`src/rtl/cnn_layer_sequencer.sv`:
```
// cnn_layer_sequencer: top-level layer scheduler for the CNN accelerator.
// Walks LOAD -> CONV1 -> POOL1 -> CONV2 -> POOL2 -> FC, driving the layer
// opcode into CNN_ctrl. A layer advances only on a matching return code
// received after the guard window. A per-layer watchdog moves the sequencer
// to ERR. Busy/done/error status and cycle counters feed the register file.
// Optional feature macro: CNN_SEQ_PERF_EN (adds per-layer cycle counters).
module cnn_layer_sequencer #(
    parameter int GUARD_CYCLES   = 2,
    parameter int TIMEOUT_CYCLES = 1048576,
    parameter int CNT_W          = 32
) (
    input  logic             i_clk,
    input  logic             i_rst_n,
    input  logic             i_start,
    input  logic             i_img_loaded,
    input  logic             i_abort,
    input  logic [7:0]       i_return_ctrl,
    output logic [7:0]       o_ctrl,
    output logic             o_busy,
    output logic             o_done,
    output logic             o_error,
    output logic [2:0]       o_layer_idx,
    output logic [CNT_W-1:0] o_total_cycles,
    input  logic [2:0]       i_perf_sel,
    output logic [CNT_W-1:0] o_perf_cnt
);

    // Encoding keeps the reported layer index in the low three bits.
    typedef enum logic [3:0] {
        S_IDLE  = 4'd0,
        S_LOAD  = 4'd1,
        S_CONV1 = 4'd2,
        S_POOL1 = 4'd3,
        S_CONV2 = 4'd4,
        S_POOL2 = 4'd5,
        S_FC    = 4'd6,
        S_DONE  = 4'd7,
        S_ERR   = 4'd8
    } state_t;

    localparam int                 GUARD_W    = (GUARD_CYCLES < 1) ? 1 : $clog2(GUARD_CYCLES + 1);
    localparam logic [GUARD_W-1:0] GUARD_LOAD = GUARD_W'(GUARD_CYCLES);
    localparam logic [24:0]        WD_LAST    = 25'(TIMEOUT_CYCLES - 1);
    localparam logic [CNT_W-1:0]   CNT_MAX    = {CNT_W{1'b1}};

    // Opcode sent to CNN_ctrl for a layer state (LOAD maps to 0).
    function automatic logic [7:0] layer_code(input state_t s);
        return {5'd0, s[2:0] - 3'd1};
    endfunction

    state_t             r_state;
    state_t             w_next;
    logic [GUARD_W-1:0] r_guard;
    logic [24:0]        r_wd;
    logic [7:0]         r_ctrl;
    logic               r_busy;
    logic               r_done;
    logic               r_error;
    logic [2:0]         r_layer_idx;
    logic [CNT_W-1:0]   r_total;
    logic               w_busy_now;
    logic               w_guard_done;
    logic               w_step_ok;
    logic               w_start_req;
    logic               w_entry;
    logic               w_restart;

    assign w_busy_now   = (r_state >= S_LOAD) && (r_state <= S_FC);
    assign w_guard_done = (r_guard == '0);
    assign w_step_ok    = (r_state == S_LOAD) ? i_img_loaded
                                              : (i_return_ctrl == layer_code(r_state));
    assign w_start_req  = i_start && !i_abort;
    assign w_entry      = (w_next != r_state);
    assign w_restart    = (w_next == S_LOAD) && (r_state != S_LOAD);

    // Next-state selection: abort > watchdog expiry > layer advance > start.
    always_comb begin
        w_next = r_state;
        case (r_state)
            S_IDLE: begin
                if (w_start_req) w_next = S_LOAD;
                else             w_next = S_IDLE;
            end
            S_LOAD, S_CONV1, S_POOL1, S_CONV2, S_POOL2, S_FC: begin
                if (i_abort)                        w_next = S_IDLE;
                else if (r_wd == WD_LAST)           w_next = S_ERR;
                else if (w_guard_done && w_step_ok) w_next = state_t'(r_state + 4'd1);
                else                                w_next = r_state;
            end
            S_DONE, S_ERR: begin
                if (i_abort)      w_next = S_IDLE;
                else if (i_start) w_next = S_LOAD;
                else              w_next = r_state;
            end
            default: w_next = S_IDLE;
        endcase
    end

    // State register.
    always_ff @(posedge i_clk or negedge i_rst_n) begin
        if (!i_rst_n) r_state <= S_IDLE;
        else          r_state <= w_next;
    end

    // Guard window: reloads on every state entry, counts down to zero.
    always_ff @(posedge i_clk or negedge i_rst_n) begin
        if (!i_rst_n)             r_guard <= '0;
        else if (w_entry)         r_guard <= GUARD_LOAD;
        else if (!w_guard_done)   r_guard <= r_guard - GUARD_W'(1);
        else                      r_guard <= r_guard;
    end

    // Watchdog: cleared on state entry, counts cycles spent in a busy state.
    always_ff @(posedge i_clk or negedge i_rst_n) begin
        if (!i_rst_n)                    r_wd <= '0;
        else if (w_entry || !w_busy_now) r_wd <= '0;
        else                             r_wd <= r_wd + 25'd1;
    end

    // Status outputs decoded from the state being entered, so they change with it.
    always_ff @(posedge i_clk or negedge i_rst_n) begin
        if (!i_rst_n) begin
            r_ctrl      <= 8'd0;
            r_busy      <= 1'b0;
            r_done      <= 1'b0;
            r_error     <= 1'b0;
            r_layer_idx <= 3'd0;
        end else begin
            r_busy  <= (w_next >= S_LOAD) && (w_next <= S_FC);
            r_done  <= (w_next == S_DONE);
            r_error <= (w_next == S_ERR);
            if ((w_next >= S_CONV1) && (w_next <= S_FC)) r_ctrl <= layer_code(w_next);
            else                                         r_ctrl <= 8'd0;
            if (w_next == S_ERR) begin
                // ERR reports the layer whose watchdog fired.
                if (r_state != S_ERR) r_layer_idx <= r_state[2:0];
                else                  r_layer_idx <= r_layer_idx;
            end else begin
                r_layer_idx <= w_next[2:0];
            end
        end
    end

    // Total busy-cycle counter: cleared on (re)start, saturating, frozen when idle.
    always_ff @(posedge i_clk or negedge i_rst_n) begin
        if (!i_rst_n)                             r_total <= '0;
        else if (w_restart)                       r_total <= '0;
        else if (w_busy_now && r_total != CNT_MAX) r_total <= r_total + CNT_W'(1);
        else                                      r_total <= r_total;
    end

    assign o_ctrl         = r_ctrl;
    assign o_busy         = r_busy;
    assign o_done         = r_done;
    assign o_error        = r_error;
    assign o_layer_idx    = r_layer_idx;
    assign o_total_cycles = r_total;

`ifdef CNN_SEQ_PERF_EN
    logic [CNT_W-1:0] r_perf [0:5];
    logic [CNT_W-1:0] r_perf_cnt;
    logic [2:0]       w_slot;

    assign w_slot = r_state[2:0] - 3'd1;

    // Per-layer occupancy counters, one per busy state, saturating.
    always_ff @(posedge i_clk or negedge i_rst_n) begin
        if (!i_rst_n) begin
            for (int i = 0; i < 6; i++) r_perf[i] <= '0;
        end else if (w_restart) begin
            for (int i = 0; i < 6; i++) r_perf[i] <= '0;
        end else if (w_busy_now && (r_perf[w_slot] != CNT_MAX)) begin
            r_perf[w_slot] <= r_perf[w_slot] + CNT_W'(1);
        end else begin
            r_perf[w_slot] <= r_perf[w_slot];
        end
    end

    // Registered read mux; selects outside 1..6 read as zero.
    always_ff @(posedge i_clk or negedge i_rst_n) begin
        if (!i_rst_n)                                   r_perf_cnt <= '0;
        else if ((i_perf_sel >= 3'd1) && (i_perf_sel <= 3'd6)) r_perf_cnt <= r_perf[i_perf_sel - 3'd1];
        else                                            r_perf_cnt <= '0;
    end

    assign o_perf_cnt = r_perf_cnt;
`else
    logic w_unused_perf_sel;
    assign w_unused_perf_sel = ^i_perf_sel;
    assign o_perf_cnt        = '0;
`endif

endmodule

```
`config.mk`:
```
export PLATFORM = sky130hd
export DESIGN_NAME = cnn_layer_sequencer
export DESIGN_NICKNAME = d
export VERILOG_FILES = /design/src/rtl/cnn_layer_sequencer.sv
export SDC_FILE = /design/constraint.sdc
export NUM_CORES = 1
export LEC_CHECK = 0
export ABC_AREA = 1
export CAP_MARGIN = 20
export CORE_UTILIZATION = 58
export DETAILED_ROUTE_END_ITERATION = 8
export DONT_BUFFER_PORTS = 1
export PLACE_DENSITY = 0.76
export SKIP_LAST_GASP = 1
export SLEW_MARGIN = 25
export SYNTH_ARGS = -nofsm -noshare
export SYNTH_HDL_FRONTEND = slang
export SYNTH_SLANG_ARGS = --single-unit
```
`constraint.sdc`:
```
create_clock -name i_clk -period 2.91 [get_ports i_clk]
set_input_delay 0.4365 -clock i_clk [delete_from_list [all_inputs] [get_ports i_clk]]
set_output_delay 0.4365 -clock i_clk [all_outputs]
set_load 0.01 [all_outputs]
```
After elaboration in Yosys (flattened, before gate mapping)
Cells that the tools add are included.

word-level totals
  register bits after elaboration = 72
  input port bits = 16

operators by class
  add/subtract/negate cells = 6
  $lt $le $gt $ge = 5
  equal/unequal tests = 19
  muxes and demuxes = 16
  reductions and logical operators = 15

operators with widths
  operator                                                        count
  two-way mux 32 bit                                              2
  adder 32 x 1 -> 32 bit, second input constant                   1
  != test 32 bit, second input constant                           1
  adder 25 x 1 -> 25 bit, second input constant                   1
  equality test 25 x 20 -> 1 bit, second input constant           1
  two-way mux 25 bit                                              1
  equality test 4 x 3 -> 1 bit, second input constant             5
  two-way mux 4 bit                                               5
  one-hot mux 4 bit (3 select lines)                              1
  two-way mux 3 bit                                               3
  equality test 4 x 1 -> 1 bit, second input constant             2
  equality test 4 x 2 -> 1 bit, second input constant             2
  equality test 4 bit, second input constant                      2
  equality test 8 x 3 -> 1 bit                                    1
  >= comparator 4 x 1 -> 1 bit, second input constant             2
  less-or-equal comparator 4 x 3 -> 1 bit, second input constant  2
  logical AND 1 bit                                               7
  OR reduction 6 bit                                              1
  subtractor 3 x 1 -> 3 bit, second input constant                2
  adder 4 x 1 -> 4 bit, second input constant                     1
  >= comparator 4 x 2 -> 1 bit, second input constant             1
  zero test 4 bit                                                 1
  two-way mux 2 bit                                               2
  != test 2 x 1 -> 1 bit, second input constant                   2
  other kinds (10)                                                12

Logic depth before layout (Yosys ltp)
Gate-level depths: netlist of the first run.

  word-level depth = 11
  depth in mapped cells = 21
  gate-level depth less buffers = 20

Least setup slack after synthesis of the first run
No wires, ideal clock.

  path kind = register to register
  start point = register r_state[0]
  end point = register r_total[2], in the netlist o_total_cycles[2]
  library setup time = 0.121 ns
  arrival = 2.580 ns
  data required time = 2.789 ns
  path slack = 0.208 ns
  cell stages (with the launch flop) = 19
  buffers on the path = 2
  cell sequence = dfrtp_1 > buf_2 > inv_1 > ha_1 > inv_1 > nand2_1 > nand2_1 > nor2_1 > nand2_1 > o21bai_4 > nand3_1 > nand3_1 > o21ai_1 > inv_1 > ha_1 > inv_1 > nor4_4 > buf_6 > nor2_1

between the ends
  cells in the longest elaborated chain, start to end = 11
  elaborated cells on any way between the ends = 31

RTL lines
  element                                                          RTL line  RTL
  start: declaration                                               51        state_t r_state;
  start signal: assignment                                         102       else r_state <= w_next;
  subtractor 3 x 1 -> 3 bit                                        48        return {5'd0, s[2:0] - 3'd1};
  equality test 8 x 3 -> 1 bit                                     71        : (i_return_ctrl == layer_code(r_state));
  two-way mux 1 bit                                                70        assign w_step_ok = (r_state == S_LOAD) ? i_img_loaded
  logical AND 1 bit                                                87        else if (w_guard_done && w_step_ok) w_next = state_t'(r_state + 4'd1);
  two-way mux 4 bit                                                87
  two-way mux 4 bit                                                86        else if (r_wd == WD_LAST) w_next = S_ERR;
  two-way mux 4 bit                                                85        if (i_abort) w_next = S_IDLE;
  one-hot mux 4 bit (3 select lines) *                             79        case (r_state)
  named net w_next[1]                                              52        state_t w_next;
  equality test 4 x 1 -> 1 bit *                                   74        assign w_restart = (w_next == S_LOAD) && (r_state != S_LOAD);
  logical AND 1 bit *                                              74
  two-way mux 32 bit / nonzero test 2 bit (equally long branches)  -
  end signal: assignment                                           148       else if (w_busy_now && r_total != CNT_MAX) r_total <= r_total + CNT_W'(1);
  end signal: assignment                                           149       else r_total <= r_total;
  end: declaration                                                 60        logic [CNT_W-1:0] r_total;

The timed path passes the listed nets; every way through them passes the cells marked *.
A chain may end at the register's enable or synchronous reset.

Final worst setup path of the first run
Same ends and word-level chain as after synthesis.

==> results of run 1 <==
## area by class of cell
type | instances | area, um^2
inverter | 58 | 220.2
multi-input combinational | 415 | 2213
clock inverter | 5 | 80.08
clock buffer | 11 | 141.4
tap | 99 | 123.9
timing repair buffer | 9 | 120.1
fill | 597 | 2630
sequential | 72 | 1802
## sequential cells by signal (all words and copies together) (netlist names)
name,cells
o_total_cycles,32
r_wd,25
r_state,4
o_ctrl,3
o_layer_idx,3
r_guard,2
o_busy,1
o_done,1
o_error,1
## timing repair
item	CTS	global route
setup endpoints to repair	0	39
resized for setup	0	3
endpoints found under the hold margin	72	0
setup buffers	0	1
hold buffers	2	0
## metal layers
| metal | GRT usage [%] | vias up | part of all wire (%) |
|---|---|---|---|
| met4 | 7.215 | 0 | 1.1 |
| met3 | 6.094 | 8 | 6.7 |
| met2 | 37.19 | 124 | 48 |
| met5 | 0 | - | 0 |
| met1 | 27.51 | 1604 | 44 |
| li1 | - | 1689 | - |
## synth_stat cells (6+ instances only)
master | n | share of area (%)
inv_1 | 54 | 4.6
nand2_1 | 93 | 7.9
buf_4 | 37 | 6.2
buf_6 | 6 | 1.5
nand3_1 | 39 | 4.4
nand4_1 | 15 | 2.1
nand2_2 | 8 | 1.1
o21ai_0 | 7 | 0.79
ha_1 | 12 | 3.4
nor2_1 | 98 | 8.3
nor2_2 | 16 | 2.3
dfrtp_1 | 72 | 41
nor3_1 | 17 | 1.9
xor2_1 | 35 | 6.9
xnor2_1 | 15 | 3.0
## cell families after synthesis
logic type / count (synthesis) / synth area share [%]
DFF: 72 / 40.52
buffers and inverters: 103 / 12.91
AOI/OAI and AO/OA: 18 / 2.589
and+or+nand+nor: 298 / 30.67
xor gates and xnor gates: 50 / 9.848
adders and majority gates: 12 / 3.376
other: 1 / 0.08433
## worst min path at each step
stage            start           endpoint  slack [ns]  depth (start not counted)
2_1_floorplan  i_rst_n             o_busy        0.14                          0
3_3_place_gp   i_rst_n  o_total_cycles[7]        0.14                          0
3_5_place_dp   i_rst_n  o_total_cycles[7]        0.14                          0
4_1_cts        i_abort         r_state[0]        0.36                          2
5_1_grt        i_abort         r_state[0]        0.35                          2
6_report       i_abort         r_state[0]        0.36                          2
## through the flow
step                instances  setup WS, ns  hold slack [ns]
floorplan                 590        0.2085           0.1409
global placement          649        0.2039           0.1436
detailed placement        649        0.1740           0.1434
CTS                       667        0.1587           0.3615
global route              669     -0.001276           0.3545
finish                    669        0.2334           0.3557
## critical path, cell delays in order (launching register included)
cell,delay (ns)
dfrtp_1,0.38
buf_4,0.17
ha_1,0.24
or2_0,0.23
o21ai_0,0.17
a21oi_1,0.11
nand2_1,0.09
inv_2,0.07
nand3_1,0.11
o21ai_1,0.09
inv_1,0.08
ha_1,0.14
inv_1,0.06
nor4_4,0.21
buf_4,0.19
clkbuf_16,0.18
nor2_1,0.05
## where the power goes
part | leakage (nW) | switching, mW | internal (mW)
registers | 0.993 | 0.0635 | 1.05
logic | 1.04 | 0.226 | 0.117
clock network | 0.106 | 0.379 | 0.505
total | 2.14 | 0.669 | 1.67
==> results.sh, run 1 <==
export IMPL_status="finished clean"
export IMPL_timing_fmax_ghz=0.3736
export IMPL_numCtsBuffers=9
export IMPL_cp_arrival_ns=2.91
export IMPL_slew_limit_headroom_pct=66.68
export IMPL_via_count=3425
export IMPL_grt_max_degree=73
export IMPL_clk_pin_slew_ns=0.07
export IMPL_p_leak_nw=2.140
export IMPL_grt_antenna_before_repair=0
export IMPL_grt_pass1_vias=3293
export IMPL_syn_area_um2=4447
export IMPL_rows=31
export IMPL_required_ns=3.15
export IMPL_critPathLaunch="r_state[0]"
export IMPL_r2r_slack_ns=0.23
export IMPL_drc=0
export IMPL_place_gp_congestion=0.8917
export IMPL_die_y_um=89.56
export IMPL_fin_tns_setup_ns=0
export IMPL_r2r_start="r_state[0]"
export IMPL_avgViaCountPerCell=5.120
export IMPL_clk_path_buf_depth=2
export IMPL_cts_tree="yes"
export IMPL_ir_drop_mv=0.3215
export IMPL_timing_critical_path_to="o_total_cycles[2]"
export IMPL_criticalPathCategory="register to register"
export IMPL_drive_above_1_share_pct=10.70
export IMPL_maxCapViolCount=0
export IMPL_die_area_um2=8021
export IMPL_ys_warn_count=0
export IMPL_r2r_end="o_total_cycles[2]"
export IMPL_finalHoldViolations=0
export IMPL_min_period_ns=2.677
export IMPL_syn_avg_cell_area_um2=8.027
export IMPL_io_buffers=0
export IMPL_drv_slew=0
export IMPL_synth_edf_count=0
export IMPL_core_area_um2=7331
export IMPL_synth_seq_cells=72
export IMPL_total_power_mw=2.338
export IMPL_most_common_layout_cells="97 x nor2_1, 93 x nand2_1, 72 x dfrtp_1"
export IMPL_stdcell_area_um2=4701
export IMPL_final_common_cell="nor2_1"
export IMPL_finalClockSkew_ns=0.01062
export IMPL_first_pass_iters=5
export IMPL_dp_hpwl_mm=5.877
export IMPL_first_iter_violations=198
export IMPL_startpoint_type="register"
export IMPL_placed_area_um2=4402
export IMPL_h_tree_depth=3
export IMPL_synthCells=554
export IMPL_path_max_fanout=16
export IMPL_ys_flop_type="dfrtp_1"
export IMPL_reg2reg_depth=16
export IMPL_synth_cell_type_count=38
export IMPL_routed_wl_mm=8.392
export IMPL_p_per_area_nw_per_um2=497.4
export IMPL_utilization_pct=64.12
export IMPL_boundaryPins=94
export IMPL_route_antenna_remaining_nets=0
export IMPL_worstSkewPairLatency_ns=0.35
export IMPL_grt_total_usage_pct=22.13
export IMPL_synthToLayoutAreaGrowth_pct=5.712
export IMPL_worst_pin_slew_ns=0.4952
export IMPL_setup_viol=0
export IMPL_grt_pass1_wl_mm=13.88
export IMPL_finalCritPeriodShare_pct=91.98
export IMPL_overflow=0
export IMPL_async_flop_share_pct=100.0
export IMPL_layout_nets=593
export IMPL_start_util_pct=60.66
export IMPL_root_buffer="clkbuf_8"
export IMPL_endpoint_kind="register"
export IMPL_cts_sinks=72
export IMPL_diodes=0
export IMPL_ys_seq_area_share_pct=40.52
export IMPL_hold_path_class="input port to register"
export IMPL_dieWidth_um=89.56
export IMPL_wire_per_inst_um=12.54
(Power assumes the default switching activity.)
==> run 2: changes to the inputs <==
--- a/config.mk
+++ b/config.mk
@@ -8,6 +8,7 @@
 export ABC_AREA = 1
 export CAP_MARGIN = 20
 export CORE_UTILIZATION = 58
+export CTS_BUF_LIST = sky130_fd_sc_hd__clkbuf_16
 export DETAILED_ROUTE_END_ITERATION = 8
 export DONT_BUFFER_PORTS = 1
 export PLACE_DENSITY = 0.76
==> run 2 against run 1 <==
Net effect:
- via count up 0.55%
- clock-buffer cell count down 2
- sequential power about the same
- sequential cell count is the same
- register-to-register slack improved by 0.02 ns
- critical path depth rose by 1
- critical path type unchanged
- worst hold slack gained 0.017 ns
- fmax is 0.70% higher
- non-clock buffer count stayed put
==> results.sh, run 2 (synthesis results as in run 1) <==
export IMPL_drc=0
export IMPL_finalCritPeriodShare_pct=91.34
export IMPL_start_util_pct=60.66
export IMPL_grt_pass1_wl_mm=13.97
export IMPL_grt_antenna_before_repair=0
export IMPL_overflow=0
export IMPL_ir_drop_mv=0.3611
export IMPL_grt_pass1_vias=3307
export IMPL_die_area_um2=8021
export IMPL_utilization_pct=65.37
export IMPL_total_power_mw=2.608
export IMPL_hold_path_class="input port to register"
export IMPL_met2_usage_pct=38.15
export IMPL_clk_pin_slew_ns=0.06
export IMPL_drive_above_1_share_pct=10.53
export IMPL_rsz0062_at_grt="no"
export IMPL_io_buffers=0
export IMPL_synthToLayoutAreaGrowth_pct=7.766
export IMPL_p_leak_nw=2.185
export IMPL_most_common_layout_cells="97 x nor2_1, 93 x nand2_1, 72 x dfrtp_1"
export IMPL_p_per_area_nw_per_um2=544.3
export IMPL_worstPathCellList="buf_4 > ha_1 > or2_0 > o21ai_0 > a21oi_1 > nand2_1 > inv_2 > nand3_2 > nand2_4 > inv_1 > ha_1 > inv_1 > nor2_2 > nand2_1 > nor2_2 > nand2_1 > nand3_1"
export IMPL_fin_tns_setup_ns=0
export IMPL_finalHoldViolations=0
export IMPL_path_buf_inv=4
export IMPL_critPathMaxStageDelay_ns=0.38
export IMPL_numCtsBuffers=9
export IMPL_endpoint_kind="register"
export IMPL_avgViaCountPerCell=5.148
export IMPL_slowest_stage="dfrtp_1"
export IMPL_h_tree_depth=3
export IMPL_startpoint_type="register"
export IMPL_cts_sinks=72
export IMPL_hold_slack_ns=0.3726
export IMPL_criticalPathCategory="register to register"
export IMPL_wire_per_inst_um=12.59
export IMPL_required_ns=3.18
export IMPL_maxCapViolCount=0
export IMPL_route_antenna_remaining_nets=0
export IMPL_die_y_um=89.56
export IMPL_core_area_um2=7331
export IMPL_dp_hpwl_mm=5.877
export IMPL_status="finished clean"
export IMPL_crit_family="simple AND/OR/NAND/NOR gates"
export IMPL_routed_wl_mm=8.421
export IMPL_setup_viol=0
export IMPL_clk_path_buf_depth=2
export IMPL_path_max_fanout=9
export IMPL_min_period_ns=2.658
export IMPL_grt_use_met3_pct=5.910
export IMPL_use_met1_pct=26.89
export IMPL_root_buffer="clkbuf_16"
export IMPL_drv_slew=0
export IMPL_grt_busiest_layer="met2"
export IMPL_first_iter_violations=204
export IMPL_fillers=579
export IMPL_rows=31
export IMPL_diodes=0
export IMPL_place_gp_congestion=0.8917
export IMPL_crit_top_cell="nand2_1"
export IMPL_first_pass_iters=4
export IMPL_cp_arrival_ns=2.92
export IMPL_cts_tree="yes"
export IMPL_grt_total_usage_pct=22.33
export IMPL_final_common_cell="nor2_1"
export IMPL_via_count=3444
export IMPL_grt_max_degree=73
export IMPL_layout_nets=593
export IMPL_timing_fmax_ghz=0.3762
export IMPL_boundaryPins=94
export IMPL_finalClockSkew_ns=0.007200
export IMPL_largest_reg_flops=32
export IMPL_dieWidth_um=89.56
export IMPL_worstSkewPairLatency_ns=0.33
run 2: changes by cell type in the layout (fill, tap and decap cells not counted):
cell / before / now
clkbuf_16: 1 / 10
clkbuf_8: 10 / 0
inv_1: 53 / 54
clkbuf_1: 1 / 0
clkinv_1: 1 / 2
run 2: what timing repair did:
item / 4_1_cts / 5_1_grt
buffers inserted: 0 / 1
endpoints found under the setup margin: 0 / 39
endpoints found under the hold margin: 72 / 3
hold buffers: 1 / 1
resized for setup: 0 / 3
run 2: routing by layer:
layer / routed length [um] / vias to the layer above
met5: 0 / -
li1: - / 1693
met1: 3633 / 1599
met3: 576 / 17
met2: 4078 / 135
met4: 133 / 0
run 2: report_power, final:
part	switching (mW)	leakage, nW	internal [mW]
Combinational	0.226	1.04	0.117
Clock	0.411	0.150	0.742
Sequential	0.0635	0.993	1.05
Total	0.700	2.19	1.91
run 2: worst paths after layout:
check                            from            endpoint  slack, ns  cells after the start
max                        r_state[0]      o_layer_idx[2]       0.25                     17
min                           i_abort          r_state[0]       0.37                      2
max reg2reg                r_state[0]      o_layer_idx[2]       0.25                     17
min reg2reg                   r_wd[0]             r_wd[0]       0.49                      1
max in group asynchronous     i_rst_n            r_wd[13]       1.92                      2
min in group asynchronous     i_rst_n  o_total_cycles[13]       0.71                      2
run 2: stage by stage:
stage / cell area (um^2) / setup slack [ns] / cells
detailed placement: 4402 / 0.1740 / 649
global route: 4792 / 0.0005489 / 669
global placement: 4402 / 0.2039 / 649
CTS: 4742 / 0.1615 / 666
finish: 4792 / 0.2519 / 669
floorplan: 4582 / 0.2085 / 590
run 2: layout make-up:
type                       count  area, um^2  share of cell area [%]
clock inverter                 7       87.58                   1.828
multi-input combinational    415        2213                   46.19
inverter                      58       220.2                   4.595
clock buffer                   9       225.2                   4.700
timing repair buffer           9       120.1                   2.507
sequential                    72        1802                   37.60
tap                           99       123.9                   2.585
